===== config.mk =====
export PLATFORM = sky130hd
export DESIGN_NAME = fifo_frame_writer
export DESIGN_NICKNAME = d
export VERILOG_FILES = /design/src/rtl/fifo_frame_writer_pkg.sv /design/src/rtl/fifo_frame_writer.sv
export SDC_FILE = /design/constraint.sdc
export NUM_CORES = 1
export LEC_CHECK = 0
export CAP_MARGIN = 15
export CORE_AREA = 2 2 105 77
export DETAILED_ROUTE_END_ITERATION = 8
export DIE_AREA = 0 0 107 79
export PLACE_DENSITY_LB_ADDON = 0.08
export SLEW_MARGIN = 15
export SYNTH_ARGS = -nofsm -noshare
export SYNTH_HDL_FRONTEND = slang
export SYNTH_SLANG_ARGS = --single-unit

===== constraint.sdc =====
create_clock -name clk -period 5.1 [get_ports clk]
set_input_delay 0.765 -clock clk [delete_from_list [all_inputs] [get_ports clk]]
set_output_delay 0.765 -clock clk [all_outputs]
set_load 0.02 [all_outputs]

===== src/rtl/fifo_frame_writer_pkg.sv =====
// Shared video constants for the frame FIFO writer and reader: sync words,
// frame geometry and the writer state encoding.
package fifo_frame_writer_pkg;

    localparam int unsigned VID_H_ACTIVE  = 720;
    localparam int unsigned VID_V_ACTIVE  = 576;
    localparam int unsigned VID_PIX_COUNT = VID_H_ACTIVE * VID_V_ACTIVE;
    localparam int unsigned VID_CNT_W     = 19;

    localparam logic [31:0] VID_SYNC_WORD0 = 32'h8000_0000;
    localparam logic [31:0] VID_SYNC_WORD1 = 32'h7FFF_FFFF;

    typedef enum logic [2:0] {
        StIdle,
        StHdr0,
        StHdr1,
        StPayload,
        StDrop
    } frame_state_e;

    // Clearing bit31 keeps SYNC_WORD0 out of the payload so the reader only locks on headers.
    function automatic logic [31:0] payload_word(input logic [31:0] pix);
        return {1'b0, pix[30:0]};
    endfunction

endpackage


===== src/rtl/fifo_frame_writer.sv =====
// Write side of the frame FIFO: emits a two-word header then PIX_COUNT payload words per
// frame, dropping the remainder of a frame on FIFO full so the reader can re-sync.
module fifo_frame_writer
    import fifo_frame_writer_pkg::*;
#(
    parameter int unsigned PIX_COUNT  = VID_PIX_COUNT,
    parameter int unsigned CNT_W      = VID_CNT_W,
    parameter logic [31:0] SYNC_WORD0 = VID_SYNC_WORD0,
    parameter logic [31:0] SYNC_WORD1 = VID_SYNC_WORD1
) (
    input  logic        clk,
    input  logic        reset,
    input  logic        frame_start,
    input  logic        pix_valid,
    input  logic [31:0] pix_data,
    input  logic        fifo_wr_full,
    output logic        fifo_wr_req,
    output logic [31:0] fifo_wr_data,
    output logic        frame_active,
    output logic        overflow,
    output logic        short_frame,
    output logic [15:0] frames_done
);

    localparam logic [CNT_W-1:0] LAST_PIX = CNT_W'(PIX_COUNT - 1);

    frame_state_e     state;
    logic [CNT_W-1:0] pix_cnt;

    always_ff @(posedge clk or posedge reset) begin
        if (reset) begin
            state        <= StIdle;
            pix_cnt      <= '0;
            fifo_wr_req  <= 1'b0;
            fifo_wr_data <= '0;
            frame_active <= 1'b0;
            overflow     <= 1'b0;
            short_frame  <= 1'b0;
            frames_done  <= '0;
        end else begin
            fifo_wr_req <= 1'b0;
            // frame_start overrides everything, including a coincident last pixel.
            if (frame_start) begin
                if (state == StPayload && pix_cnt != '0) begin
                    short_frame <= 1'b1;
                end
                state        <= StHdr0;
                pix_cnt      <= '0;
                frame_active <= 1'b1;
            end else begin
                case (state)
                    StHdr0: begin
                        if (pix_valid || fifo_wr_full) begin
                            overflow     <= 1'b1;
                            state        <= StDrop;
                            frame_active <= 1'b0;
                        end else begin
                            fifo_wr_req  <= 1'b1;
                            fifo_wr_data <= SYNC_WORD0;
                            state        <= StHdr1;
                        end
                    end
                    StHdr1: begin
                        if (pix_valid || fifo_wr_full) begin
                            overflow     <= 1'b1;
                            state        <= StDrop;
                            frame_active <= 1'b0;
                        end else begin
                            fifo_wr_req  <= 1'b1;
                            fifo_wr_data <= SYNC_WORD1;
                            state        <= StPayload;
                        end
                    end
                    StPayload: begin
                        if (pix_valid) begin
                            if (fifo_wr_full) begin
                                overflow     <= 1'b1;
                                state        <= StDrop;
                                frame_active <= 1'b0;
                            end else begin
                                fifo_wr_req  <= 1'b1;
                                fifo_wr_data <= payload_word(pix_data);
                                if (pix_cnt == LAST_PIX) begin
                                    pix_cnt      <= '0;
                                    frames_done  <= frames_done + 16'd1;
                                    state        <= StIdle;
                                    frame_active <= 1'b0;
                                end else begin
                                    pix_cnt <= pix_cnt + 1'b1;
                                end
                            end
                        end
                    end
                    default: begin
                        // StIdle and StDrop discard pixels until the next frame_start.
                    end
                endcase
            end
        end
    end

endmodule


# ---- Yosys cells after proc, flatten, opt, wreduce, memory -nomap -nowiden
# Cells that the tools add are included.
dict set report word_totals {
  reg_bits 74
  input_bits 37
  out_inout_bits 52
}
dict set report op_classes {
  add_sub_neg 2
  eq_ne 14
  muxes 32
  bitwise 2
  n_reduce_logical 17
}
# cell count
set op_table {}
lappend op_table {{2-to-1 mux 32 bit} 4}
lappend op_table {{case mux 32 bit (3 select lines)} 1}
lappend op_table {{2-to-1 mux 19 bit} 5}
lappend op_table {{adder 19 x 1 -> 19 bit (second input constant)} 1}
lappend op_table {{equality test 19 bit (second input constant)} 1}
lappend op_table {{nonzero test 19 bit} 1}
lappend op_table {{2-to-1 mux 3 bit} 6}
lappend op_table {{adder 16 x 1 -> 16 bit (second input constant)} 1}
lappend op_table {{2-to-1 mux 1 bit} 12}
lappend op_table {{!= test 2 bit (second input constant)} 6}
lappend op_table {{AND reduction 5 bit} 2}
lappend op_table {{case mux 3 bit (3 select lines)} 1}
lappend op_table {{equality test 3 x 2 -> 1 bit (second input constant)} 2}
lappend op_table {{case mux 1 bit (2 select lines)} 3}
lappend op_table {{AND reduction 3 bit} 2}
lappend op_table {{AND reduction 6 bit} 1}
lappend op_table {{nonzero test 2 bit} 3}
lappend op_table {{nonzero test 3 bit} 2}
lappend op_table {{!= test 4 x 3 -> 1 bit (second input constant)} 1}
lappend op_table {{AND reduction 4 bit} 1}
lappend op_table {{nonzero test 4 bit} 1}
lappend op_table {{equality test 3 x 1 -> 1 bit (second input constant)} 1}
lappend op_table {{!= test 3 x 1 -> 1 bit (second input constant)} 1}
lappend op_table {{!= test 3 bit (second input constant)} 1}
lappend op_table {{other kinds (6)} 7}

# ---- Longest topological paths before layout
dict set report depth {
  word_depth 6
  ltp_mapped 9
}

# ---- Worst setup path before layout
# Ideal clock, no wire load.
dict set report synth_path {
  path_kind {input -> register}
  from {input pix_valid}
  to {register fifo_wr_data[31]}
  t_arrival_ns 2.168
  slack_ns 2.813
  cell_stages 7
  n_path_buf 2
  cell_sequence {nor3b_1 a21oi_1 or4_1 clkbuf_1 or3b_1 buf_2 o21a_1}
}
dict set report synth_via {
  elab_chain_cells 3
  elab_cells_between_ends 5
  cone_classes {eq/ne (3); reduce/logical (2)}
}
# item line_no
set synth_lines {}
lappend synth_lines {{start: declaration} fifo_frame_writer.sv:14} ;# input logic pix_valid,
lappend synth_lines {{logical OR 1 bit} {fifo_frame_writer.sv:53, fifo_frame_writer.sv:64}}
lappend synth_lines {{!= test 2 bit (no source line)} --}
lappend synth_lines {{AND reduction 6 bit (no source line) (*)} --}
lappend synth_lines {{end signal: assignment} fifo_frame_writer.sv:82} ;# fifo_wr_data <= payload_word(pix_data);
lappend synth_lines {{end: declaration} fifo_frame_writer.sv:18} ;# output logic [31:0] fifo_wr_data,
# Mark *: on every way between the ends. The rest lies on a longest branch, timed or not.
# A chain may end at the register's enable or synchronous reset.

# ---- Worst setup path in the final report
dict set report layout_path {
  from {input pix_valid}
  to {register fifo_wr_data[24]}
}
# The elaborated chain is that of the path after synthesis.

==> flow_metrics.py <==
metrics = {
    "detailed_routing": {
        "drt_first_pass_iters": 6,
        "detail-route-antenna-nets": 0,
        "drc": 0,
        "drt_wl_total_um": 8390,
        "wire_per_inst_um": 14.9,
        "viasPerCell": 5.23,
        "first_iter_violations": 155,
        "vias": 2939,
    },
    "cells_and_area": {
        "final_util_pct": 63.0,
        "fin_nets": 496,
        "drive_gt1_share_pct": 6.51,
        "final_area_um2": 4740,
        "area_growth_syn_to_layout_pct": 31.7,
        "n_antenna_cell": 0,
    },
    "sta": {
        "whs_ns": 0.465,
        "period_minus_slack_ns": 3.26,
        "hold_violations": 0,
        "final.period_utilization_pct": 63.8,
        "setup_tns_ns": 0,
        "max_slew.worst_pin.slew_ns": 1.06,
        "achievable-frequency_ghz": 0.307,
        "skew_ns": 0.0124,
        "finalMaxSlewViolations": 0,
        "setup_viol": 0,
        "rsz0062_at_grt": "no",
        "slew-limit-headroom_pct": 29.4,
    },
    "synthesis": {
        "ys_warn_count": 0,
        "ys_async_sr_fraction_pct": 100,
        "synth_top_area_cell": "dfrtp_1",
        "netlist_top_cells_count": "dfrtp_1, nand2_1, nor2b_1, o21ai_1, nor2_1",
        "synth_area_um2": 3600,
        "synth_edf_count": 0,
        "synth-seq-cells": 74,
        "synth_ff_type": "dfrtp_1",
        "syn_avg_cell_area_um2": 9.61,
        "syn-instance-count": 375,
        "ys_seq_area_share_pct": 51.4,
        "synth_most_common_cell": "dfrtp_1",
        "yosys.area.top_type_share_pct": 51.4,
        "syn_nets": 415,
        "synth_area_leaders": "dfrtp_1, nor2b_1, nand2_1",
        "synth_cell_types": 50,
    },
    "status": {
        "outcome": "finished, final reports clean",
    },
    "floorplanning": {
        "die_y_um": 79,
        "dieWidth_um": 107,
        "io_pins": 89,
        "num_rows": 27,
        "core_region_area_um2": 7530,
        "start_util_pct": 47.8,
        "dieArea_um2": 8450,
    },
    "critical_path": {
        "crit_type": "in2reg",
        "crit_buf_inv": 2,
        "cp-end-kind": "flip-flop",
        "cp-start-kind": "primary input",
        "rr_endpoint": "fifo_wr_data[24]$_DFFE_PP0P_",
        "cp_slowest_cell": "or3b_1",
        "worst-endpoint-arrival_ns": 3.51,
        "reg2reg_from": "state[0]$_DFFE_PP0P_",
        "slowest_delay_ns": 0.82,
        "path_max_fanout": 33,
        "cp_top_family": "simple AND/OR/NAND/NOR gates",
        "ff2ff_path_depth": 6,
        "cp.required_ns": 5.36,
        "worstPathCellList": "clkdlybuf4s50_1, nor3b_1, a21oi_1, or4_1, buf_4, or3b_1, o21ai_0",
        "r2r_setup_slack_ns": 1.97,
    },
    "clocking": {
        "cts_hold_buf": 0,
        "htree_num_levels": 3,
        "clk_pin_slew_worst_paths_ns": 0.08,
        "clock_sinks": 74,
        "numCtsBuffers": 9,
        "cts_resized": 0,
        "cts_tree": "done",
        "cts_setup_buffers": 0,
        "cts.path.max_buffers": 2,
        "clock_latency_ns": 0.35,
        "cts-root-buf": "clkbuf_8",
    },
    "placed_design": {
        "io_buffers": 87,
        "place_area_um2": 4510,
        "place_congestion": 0.819,
        "hpwl_um": 5560,
    },
    "global_routing": {
        "antenna_found_initial": 0,
        "grt-ovfl-total": 0,
        "grt_max_degree": 69,
        "grt_pass1_vias": 2786,
        "grtUsageTotal_pct": 21.2,
        "grt_pass1_wl_um": 14100,
    },
    "min_path": {
        "holdCritStartpoint": "overflow$_DFFE_PP0P_",
        "hold_depth": 1,
        "holdPathEnd": "overflow$_DFFE_PP0P_",
        "hp-class": "reg2reg",
    },
    "power": {
        "p_leak_nw": 2.04,
        "powerDensity_nw_per_um2": 274,
        "ir_drop_mv": 0.169,
    },
    "job": {
        "drv_cap": 0,
    },
}
worst max path at each step:
stage,startpoint,to,cells past startpoint,slack (ns)
after floorplan,reset,fifo_wr_data[0]$_DFFE_PP0P_,1,2.45
after global placement,pix_valid,fifo_wr_data[24]$_DFFE_PP0P_,7,1.55
after detailed placement,pix_valid,fifo_wr_data[24]$_DFFE_PP0P_,7,1.46
after CTS,state[0]$_DFFE_PP0P_,pix_cnt[10]$_DFFE_PP0P_,5,1.81
after global routing,pix_valid,fifo_wr_data[23]$_DFFE_PP0P_,7,1.58
final,pix_valid,fifo_wr_data[24]$_DFFE_PP0P_,7,1.84
placed cells by master (no fill, tap or decap), drive strengths merged, types with 9 or more instances in the layout:
master,count
clkdlybuf4s50,87
xor2,9
nor2,25
nand2,51
o21ai,37
a21oi,11
nor3,9
clkbuf,10
nand4,11
nor2b,31
a31oi,11
inv,16
xnor2,11
nand3,14
dfrtp,74
logic make-up after synthesis:
family | count (synthesis) | share of synthesized area (%)
buffers and inverters | 34 | 4.48
and+or+nand+nor | 168 | 25.4
xor gates and xnor gates | 20 | 4.86
DFF | 74 | 51.4
adders and majority gates | 3 | 1.04
muxes | 3 | 1.01
AOI/OAI and AO/OA | 73 | 11.8
cell type report:
cell class              count  area, um^2
fillers                   647        2790
flip-flops and latches     74        1850
multi-input cells         267        1600
repair buffers             89         886
clock buffers              10         138
well taps                 101         126
clock inverters             6        88.8
inverters                  15        56.3
through the flow:
stage | instances | setup slack (ns) | total power, mW
floorplan | 375 | 2.45 | 0.718
global placement | 546 | 1.55 | 0.799
detailed placement | 546 | 1.46 | 0.802
CTS | 562 | 1.81 | 1.31
global route | 562 | 1.58 | 1.36
finish | 562 | 1.84 | 1.30
power breakdown:
group          switching (mW)  internal (mW)  leakage [nW]  total, mW
registers              0.0197          0.607         0.981      0.627
logic                  0.0789         0.0827         0.953      0.162
clock network           0.220          0.290         0.109      0.509
total                   0.319          0.980          2.04       1.30
layer usage:
metal	up-vias	wire length [um]	global-route usage [%]
met1	1398	4070	30.9
met3	6	574	5.67
met5	-	0	0
met2	87	3680	31.2
met4	0	68	5.84
li1	1448	-	-
registers in the layout, summed over array words and instances, names as in the netlist:
register / count
fifo_wr_data: 32
overflow: 1
short_frame: 1
fifo_wr_req: 1
state: 3
frame_active: 1
pix_cnt: 19
frames_done: 16
No activity file was read; power rests on OpenSTA's default activity.
